===== src/rtl/pwm_pkg.sv =====
// rtl/pwm_pkg.sv - shared PWM block types and default sizing
package pwm_pkg;

    localparam int PWM_DEFAULT_DW       = 8;
    localparam int PWM_DEFAULT_FILT_LEN = 3;

    typedef enum logic [1:0] {
        IDLE  = 2'd0,
        HIGH  = 2'd1,
        LOW   = 2'd2,
        STUCK = 2'd3
    } pwm_cap_state_t;

endpackage


===== src/rtl/pwm_edge_sync.sv =====
// rtl/pwm_edge_sync.sv - pwm_in synchronizer and edge detect; glitch filter under PWM_CAPTURE_FILTER_EN
module pwm_edge_sync #(
    parameter int FILT_LEN = 3
) (
    input  logic slow_clk,
    input  logic ARESETN,
    input  logic pwm_in,
    output logic lvl,
    output logic rise,
    output logic fall
);

    logic s1_q, s1_d;
    logic s3_q, s3_d;
    logic mid;

    assign s1_d = pwm_in;
    assign s3_d = mid;

    always_ff @(posedge slow_clk or negedge ARESETN) begin
        if (!ARESETN) begin
            s1_q <= 1'b0;
            s3_q <= 1'b0;
        end else begin
            s1_q <= s1_d;
            s3_q <= s3_d;
        end
    end

`ifdef PWM_CAPTURE_FILTER_EN
    localparam int FCW = (FILT_LEN > 1) ? $clog2(FILT_LEN) : 1;

    logic           filt_q, filt_d;
    logic [FCW-1:0] cnt_q, cnt_d;

    // Any return of s1 to the filtered level restarts the stability count.
    always_comb begin
        filt_d = filt_q;
        cnt_d  = '0;
        if (s1_q != filt_q) begin
            if (cnt_q == FCW'(FILT_LEN - 1)) begin
                filt_d = s1_q;
            end else begin
                cnt_d = cnt_q + 1'b1;
            end
        end
    end

    always_ff @(posedge slow_clk or negedge ARESETN) begin
        if (!ARESETN) begin
            filt_q <= 1'b0;
            cnt_q  <= '0;
        end else begin
            filt_q <= filt_d;
            cnt_q  <= cnt_d;
        end
    end

    assign mid = filt_q;
`else
    logic s2_q, s2_d;
    logic unused_filt_len;

    assign s2_d            = s1_q;
    assign unused_filt_len = (FILT_LEN > 0);

    always_ff @(posedge slow_clk or negedge ARESETN) begin
        if (!ARESETN) begin
            s2_q <= 1'b0;
        end else begin
            s2_q <= s2_d;
        end
    end

    assign mid = s2_q;
`endif

    assign lvl  = mid;
    assign rise = mid & ~s3_q;
    assign fall = ~mid & s3_q;

endmodule


===== src/rtl/pwm_capture.sv =====
// rtl/pwm_capture.sv - PWM high-time/period capture with stuck-line timeout; filter via PWM_CAPTURE_FILTER_EN
module pwm_capture
    import pwm_pkg::*;
#(
    parameter int DW       = PWM_DEFAULT_DW,
    parameter int CW       = DW + 1,
    parameter int FILT_LEN = PWM_DEFAULT_FILT_LEN
) (
    input  logic          slow_clk,
    input  logic          ARESETN,
    input  logic          pwm_in,
    output logic [CW-1:0] high_cnt,
    output logic [CW-1:0] period,
    output logic          valid,
    output logic          timeout,
    output logic          level
);

    localparam logic [CW-1:0] CNT_MAX = '1;
    localparam logic [CW-1:0] ONE     = CW'(1);

    logic lvl, rise, fall;

    pwm_edge_sync #(.FILT_LEN(FILT_LEN)) u_edge_sync (
        .slow_clk (slow_clk),
        .ARESETN  (ARESETN),
        .pwm_in   (pwm_in),
        .lvl      (lvl),
        .rise     (rise),
        .fall     (fall)
    );

    pwm_cap_state_t state_q, state_d;
    logic [CW-1:0]  hi_ctr_q, hi_ctr_d;
    logic [CW-1:0]  per_ctr_q, per_ctr_d;
    logic [CW-1:0]  hi_lat_q, hi_lat_d;
    logic [CW-1:0]  high_cnt_q, high_cnt_d;
    logic [CW-1:0]  period_q, period_d;
    logic           valid_q, valid_d;
    logic           timeout_q, timeout_d;
    logic           level_q, level_d;

    function automatic logic [CW-1:0] sat_inc(input logic [CW-1:0] v);
        return (v == CNT_MAX) ? v : v + 1'b1;
    endfunction

    // Edge checks precede the saturation check so an edge always wins.
    // IDLE also counts so a line dead since reset still reports timeout.
    always_comb begin
        state_d    = state_q;
        hi_ctr_d   = hi_ctr_q;
        per_ctr_d  = per_ctr_q;
        hi_lat_d   = hi_lat_q;
        high_cnt_d = high_cnt_q;
        period_d   = period_q;
        valid_d    = 1'b0;
        timeout_d  = timeout_q;
        level_d    = level_q;
        case (state_q)
            IDLE: begin
                per_ctr_d = sat_inc(per_ctr_q);
                if (rise) begin
                    state_d   = HIGH;
                    hi_ctr_d  = ONE;
                    per_ctr_d = ONE;
                end else if (fall) begin
                    per_ctr_d = ONE;
                end else if (per_ctr_q == CNT_MAX) begin
                    state_d   = STUCK;
                    timeout_d = 1'b1;
                    level_d   = lvl;
                end
            end
            HIGH: begin
                hi_ctr_d  = sat_inc(hi_ctr_q);
                per_ctr_d = sat_inc(per_ctr_q);
                if (fall) begin
                    hi_lat_d = hi_ctr_q;
                    state_d  = LOW;
                end else if (per_ctr_q == CNT_MAX) begin
                    state_d   = STUCK;
                    timeout_d = 1'b1;
                    level_d   = lvl;
                end
            end
            LOW: begin
                per_ctr_d = sat_inc(per_ctr_q);
                if (rise) begin
                    period_d   = per_ctr_q;
                    high_cnt_d = hi_lat_q;
                    valid_d    = 1'b1;
                    per_ctr_d  = ONE;
                    hi_ctr_d   = ONE;
                    state_d    = HIGH;
                end else if (per_ctr_q == CNT_MAX) begin
                    state_d   = STUCK;
                    timeout_d = 1'b1;
                    level_d   = lvl;
                end
            end
            STUCK: begin
                if (rise) begin
                    state_d   = HIGH;
                    hi_ctr_d  = ONE;
                    per_ctr_d = ONE;
                    timeout_d = 1'b0;
                end else if (fall) begin
                    state_d   = IDLE;
                    per_ctr_d = ONE;
                    timeout_d = 1'b0;
                end
            end
            default: begin
                state_d = IDLE;
            end
        endcase
    end

    always_ff @(posedge slow_clk or negedge ARESETN) begin
        if (!ARESETN) begin
            state_q    <= IDLE;
            hi_ctr_q   <= '0;
            per_ctr_q  <= '0;
            hi_lat_q   <= '0;
            high_cnt_q <= '0;
            period_q   <= '0;
            valid_q    <= 1'b0;
            timeout_q  <= 1'b0;
            level_q    <= 1'b0;
        end else begin
            state_q    <= state_d;
            hi_ctr_q   <= hi_ctr_d;
            per_ctr_q  <= per_ctr_d;
            hi_lat_q   <= hi_lat_d;
            high_cnt_q <= high_cnt_d;
            period_q   <= period_d;
            valid_q    <= valid_d;
            timeout_q  <= timeout_d;
            level_q    <= level_d;
        end
    end

    assign high_cnt = high_cnt_q;
    assign period   = period_q;
    assign valid    = valid_q;
    assign timeout  = timeout_q;
    assign level    = level_q;

endmodule


===== config.mk =====
export PLATFORM = sky130hd
export DESIGN_NAME = pwm_capture
export DESIGN_NICKNAME = d
export VERILOG_FILES = /design/src/rtl/pwm_pkg.sv /design/src/rtl/pwm_edge_sync.sv /design/src/rtl/pwm_capture.sv
export SDC_FILE = /design/constraint.sdc
export NUM_CORES = 1
export LEC_CHECK = 0
export ABC_AREA = 1
export CAP_MARGIN = 20
export CORE_ASPECT_RATIO = 0.6
export CORE_MARGIN = 2
export CORE_UTILIZATION = 67
export DETAILED_ROUTE_END_ITERATION = 8
export DONT_BUFFER_PORTS = 1
export MAX_ROUTING_LAYER = met4
export PLACE_DENSITY = 0.82
export SYNTH_ARGS = -nofsm -noshare
export SYNTH_HDL_FRONTEND = slang
export SYNTH_SLANG_ARGS = --single-unit

===== constraint.sdc =====
create_clock -name slow_clk -period 2.68 [get_ports slow_clk]
set_input_delay 0.402 -clock slow_clk [delete_from_list [all_inputs] [get_ports slow_clk]]
set_output_delay 0.402 -clock slow_clk [all_outputs]
set_load 0.1 [all_outputs]

# After elaboration in Yosys (flattened, before gate mapping)
# Index checks and enable logic that the tools add are counted.
dict set report classes {
  n_eq_ne 11
  add_sub_neg 2
  mux 32
  n_bitwise 4
  reduce_logical 9
}
# operator n
set ops {}
lappend ops {{9-bit 2-to-1 mux} 8}
lappend ops {{9-bit case mux with 4 select lines} 1}
lappend ops {{9-bit by 1-bit adder with 9-bit output (second input constant)} 2}
lappend ops {{9-bit == test (second input constant)} 2}
lappend ops {{9-bit case mux with 2 select lines} 1}
lappend ops {{2-bit 2-to-1 mux} 7}
lappend ops {{1-bit 2-to-1 mux} 12}
lappend ops {{2-bit case mux with 4 select lines} 1}
lappend ops {{2-bit AND reduction} 4}
lappend ops {{2-bit inequality test (second input constant)} 3}
lappend ops {{3-bit inequality test (second input constant)} 2}
lappend ops {{3-bit AND reduction} 2}
lappend ops {{2-bit == test (second input constant)} 2}
lappend ops {{1-bit case mux with 4 select lines} 1}
lappend ops {{1-bit case mux with 3 select lines} 1}
lappend ops {{3-bit nonzero test} 1}
lappend ops {{3-bit OR reduction} 1}
lappend ops {{1-bit bitwise AND} 2}
lappend ops {{2-bit by 1-bit == test with 1-bit output (second input constant)} 1}
lappend ops {{2-bit zero test} 1}
lappend ops {{2-bit by 1-bit inequality test with 1-bit output (second input constant)} 1}
lappend ops {{1-bit NOT} 2}
dict set report word_totals {
  output_inout_bits 21
  register_bits 53
  in_bits 3
}

# Logic depth before layout (Yosys ltp)
dict set report logic_depth {
  depth_word 5
  depth_mapped 12
  ltp_nobuf 12
}

# By module
# Synthesis repeated with hierarchy kept, for this count alone.
dict set report hier_totals {
  hier_cells 297
  area_unflattened_um2 2471.1
}
# module cells_per_inst n_inst area_each_um2 seq_area_each_um2
set by_module_without_submodules {}
lappend by_module_without_submodules {pwm_capture 290 1 2381.0 1251.2}
lappend by_module_without_submodules {pwm_edge_sync 7 1 90.1 75.1}

# Worst setup path before layout
# Ideal clock, no wire load.
dict set report synth_path {
  kind {register to register}
  start {register hi_ctr_q[0]}
  end {register hi_ctr_q[6]}
  stages_incl_launch_ff 11
  path_slack_ns 1.010
  synth_period_minus_slack_ns 1.670
  required_time_ns 2.561
  arrival_ns 1.551
  path_cell_list {dfrtp_1 > ha_1 > nand2_1 > nor4_1 > ha_1 > inv_1 > nand2_4 > nand2_2 > buf_6 > a21oi_1 > nor2_1}
}
dict set report synth_between {
  elab_chain_cells 3
}
# element line
set synth_lines {}
lappend synth_lines {{start: declaration} pwm_capture.sv:34} ;# logic [CW-1:0] hi_ctr_q, hi_ctr_d;
lappend synth_lines {{start signal: assignment} pwm_capture.sv:132} ;# hi_ctr_q <= hi_ctr_d;
lappend synth_lines {{9-bit by 1-bit adder with 9-bit output or 9-bit == test (tied branches)} pwm_capture.sv:44} ;# return (v == CNT_MAX) ? v : v + 1'b1;
lappend synth_lines {{9-bit 2-to-1 mux or 2-bit inequality test (tied branches)} -}
lappend synth_lines {{9-bit case mux with 2 select lines or 2-bit AND reduction (tied branches)} -}
# Several ways; a longest one is shown, not always the timed one. The select of a mux whose other input is x is not followed.
# A chain may end at the register's enable or synchronous reset.

# Worst setup path in the final report
dict set report layout_path {
  start {register hi_ctr_q[0]}
  end {register hi_ctr_q[3]}
}
# The elaborated chain is that of the path after synthesis.

==> results.yml <==
run_status:
  status: "finished clean"
final_layout:
  diodes: 0
  drive_gt1_share_pct: 10.7
  final_common_cell: "nand2_1"
  nets: 308
  stdcell_area_mm2: 0.00269
  areaGrowthSynthToFinish_pct: 4.22
  final_cell_mix: "nand2_1, dfrtp_1, inv_1, nand3_1, o21ai_0"
clock_network:
  numCtsBuffers: 5
  post_cts_buffers: 0
  cts.root.buffer_cell: "clkbuf_8"
  cts_resized: 0
  clockBufferDepth: 2
  htree_levels: 2
  clkSlewWorstSetupHoldPaths_ns: 0.10
  clkLatencyLatePin_ns: 0.31
  cts_tree: "built"
  clock-sinks: 53
  cts_hold_buf: 2
sta:
  setup_viol: 0
  worst_pin_slew_ns: 0.934
  slew_viol_final: 0
  hold_viol: 0
  relSlewSlack_pct: 37.8
  rsz0062_at_grt: "false"
  fmax_mhz: 515
  tns_ns: 0
  finalCritPeriodShare_pct: 72.5
  min_period_ns: 1.94
  worst_hold_slack_ns: 0.113
  clock_skew_ns: 0.00862
floorplanning:
  dieHeight_um: 52.1
  dieArea_mm2: 0.00438
  die_w_um: 84.1
  num_rows: 17
  initial_core_util_pct: 70.1
  core_area_mm2: 0.00368
  io_pins: 24
synth:
  synth-compound-area-share_pct: 9.12
  ys_ff_latch: 53
  synth_fa_ha_area_share_pct: 2.91
  synthMuxAreaShare_pct: 0
  synthXorXnorAreaFrac_pct: 0
  syn_area_mm2: 0.00258
  synth_seq_area_share_pct: 51.4
  yosys.area_share.simple_pct: 26.8
  synth_fp_nets: 307
  yosysUniqueCellTypes: 26
  syn_avg_cell_area_um2: 8.65
  synth_warnings: 0
  syn_inst: 298
  synth_top_family_by_area: "simple AND/OR/NAND/NOR gates"
grt:
  grt-ovfl-total: 0
  grt_pass1_wl_um: 7950
  antenna_found_initial: 0
  track_usage_pct: 24.6
  grt_pass1_vias: 1687
  grt_start_max_net_pins: 54
setup_path:
  required_ns: 2.89
  critical_path_arrival_ns: 2.15
  critical_path_class: "flip-flop to flip-flop"
  critPathCaptureType: "flip-flop"
  path_max_fanout: 11
  crit_path_start_kind: "flip-flop"
drt:
  post-route-drc-count: 0
  firstDrtPassIters: 4
  via_per_inst: 5.50
  ant_nets: 0
  vias: 1908
  detail_route.iter0.violations: 169
  wl_per_cell_um: 13.4
  wirelength_um: 4660
pwr:
  powerDensity_mw_per_mm2: 960
  power_uw: 2580
  power_leakage_uw: 0.00135
  ir_drop_uv: 836
run:
  drv_cap: 0
place:
  placed_area_mm2: 0.00256
  portBuffers: 0
  globalplace.congestion: 0.922
  hpwl_um: 3290
min_path:
  min_path_type: "input port to flip-flop"
==> synthesized netlist by cell type (all sizes together) <==
library cell | instances | area share [%]
o22ai | 1 | 0.24
nor2 | 23 | 4.2
a21oi | 4 | 0.78
inv | 43 | 6.6
nand4 | 10 | 2.4
nand2 | 86 | 14
nand3 | 25 | 5.5
buf | 8 | 3.0
o21ai | 35 | 8.1
clkbuf | 1 | 0.15
dfrtp | 53 | 51
nor3 | 2 | 0.39
nor4 | 1 | 0.24
ha | 6 | 2.9
==> path summary, 6_finish.rpt <==
kind / startpoint / endpoint / slack, ns / cells after the start
hold / removal: pwm_in / u_edge_sync.s1_q$_DFF_PN0_ / 0.11 / 0
hold reg to reg: u_edge_sync.s1_q$_DFF_PN0_ / u_edge_sync.lvl$_DFF_PN0_ / 0.36 / 0
max in group asynchronous: ARESETN / state_q[1]$_DFFE_PN0P_ / 1.86 / 2
setup / recovery: hi_ctr_q[0]$_DFFE_PN0P_ / hi_ctr_q[3]$_DFFE_PN0P_ / 0.74 / 11
setup reg to reg: hi_ctr_q[0]$_DFFE_PN0P_ / hi_ctr_q[3]$_DFFE_PN0P_ / 0.74 / 11
min in group asynchronous: ARESETN / level$_DFFE_PN0P_ / 0.58 / 2
==> critical path, cell delays in order, from the launching register on <==
cell and delay (ns):
dfrtp_1 0.43, ha_1 0.24, nand2_1 0.11, nor4_1 0.25
ha_1 0.20, inv_1 0.08, nand2_4 0.10, nand2_2 0.14
nand2_1 0.13, nand2_1 0.06, nand2_1 0.05, nor2_1 0.04
==> layer usage <==
| metal | track usage [%] | part of all wire [%] | routed length, um | vias to the layer above |
|---|---|---|---|---|
| li1 | - | - | - | 954 |
| met4 | 8.33 | 1.9 | 89 | 0 |
| met3 | 5.87 | 7.7 | 358 | 9 |
| met2 | 32.0 | 38 | 1780 | 83 |
| met5 | - | 0 | 0 | - |
| met1 | 37.3 | 52 | 2440 | 862 |
==> sequential cells by signal, summed over array words and instances, names as in the netlist <==
name / cells
timeout: 1
u_edge_sync.s1_q: 1
level: 1
state_q: 2
u_edge_sync.lvl: 1
high_cnt: 9
valid: 1
hi_lat_q: 9
period: 9
hi_ctr_q: 9
u_edge_sync.s3_q: 1
per_ctr_q: 9
==> per-stage QoR <==
step / std cells / worst slack [ns] / utilization [%]
5_1_grt: 347 / 0.492 / 73.0
4_1_cts: 347 / 0.772 / 73.0
2_1_floorplan: 298 / 1.01 / -
3_5_place_dp: 337 / 0.791 / 69.7
6_report: 347 / 0.737 / 73.0
3_3_place_gp: 337 / 0.880 / 69.7
==> cells by family (layout without fill, tap and decap cells) <==
group / after synthesis / after routing
and+or+nand+nor: 147 / 147
buffers and inverters: 52 / 54
DFF: 53 / 53
AOI/OAI and AO/OA: 40 / 40
adders and majority gates: 6 / 6
==> final cells by class <==
type                    instances  area [um2]
clock buffers                   6        72.6
clock inverters                 2        13.8
fillers                       279         992
inverters                      43         169
multi-input cells             193        1000
flip-flops and latches         53        1330
well taps                      47        58.8
repair buffers                  3        45.0
==> power breakdown <==
part	switching [uW]	internal, uW
Clock	258	187
Combinational	439	205
Sequential	549	942
No activity file was read; power rests on OpenSTA's default activity.
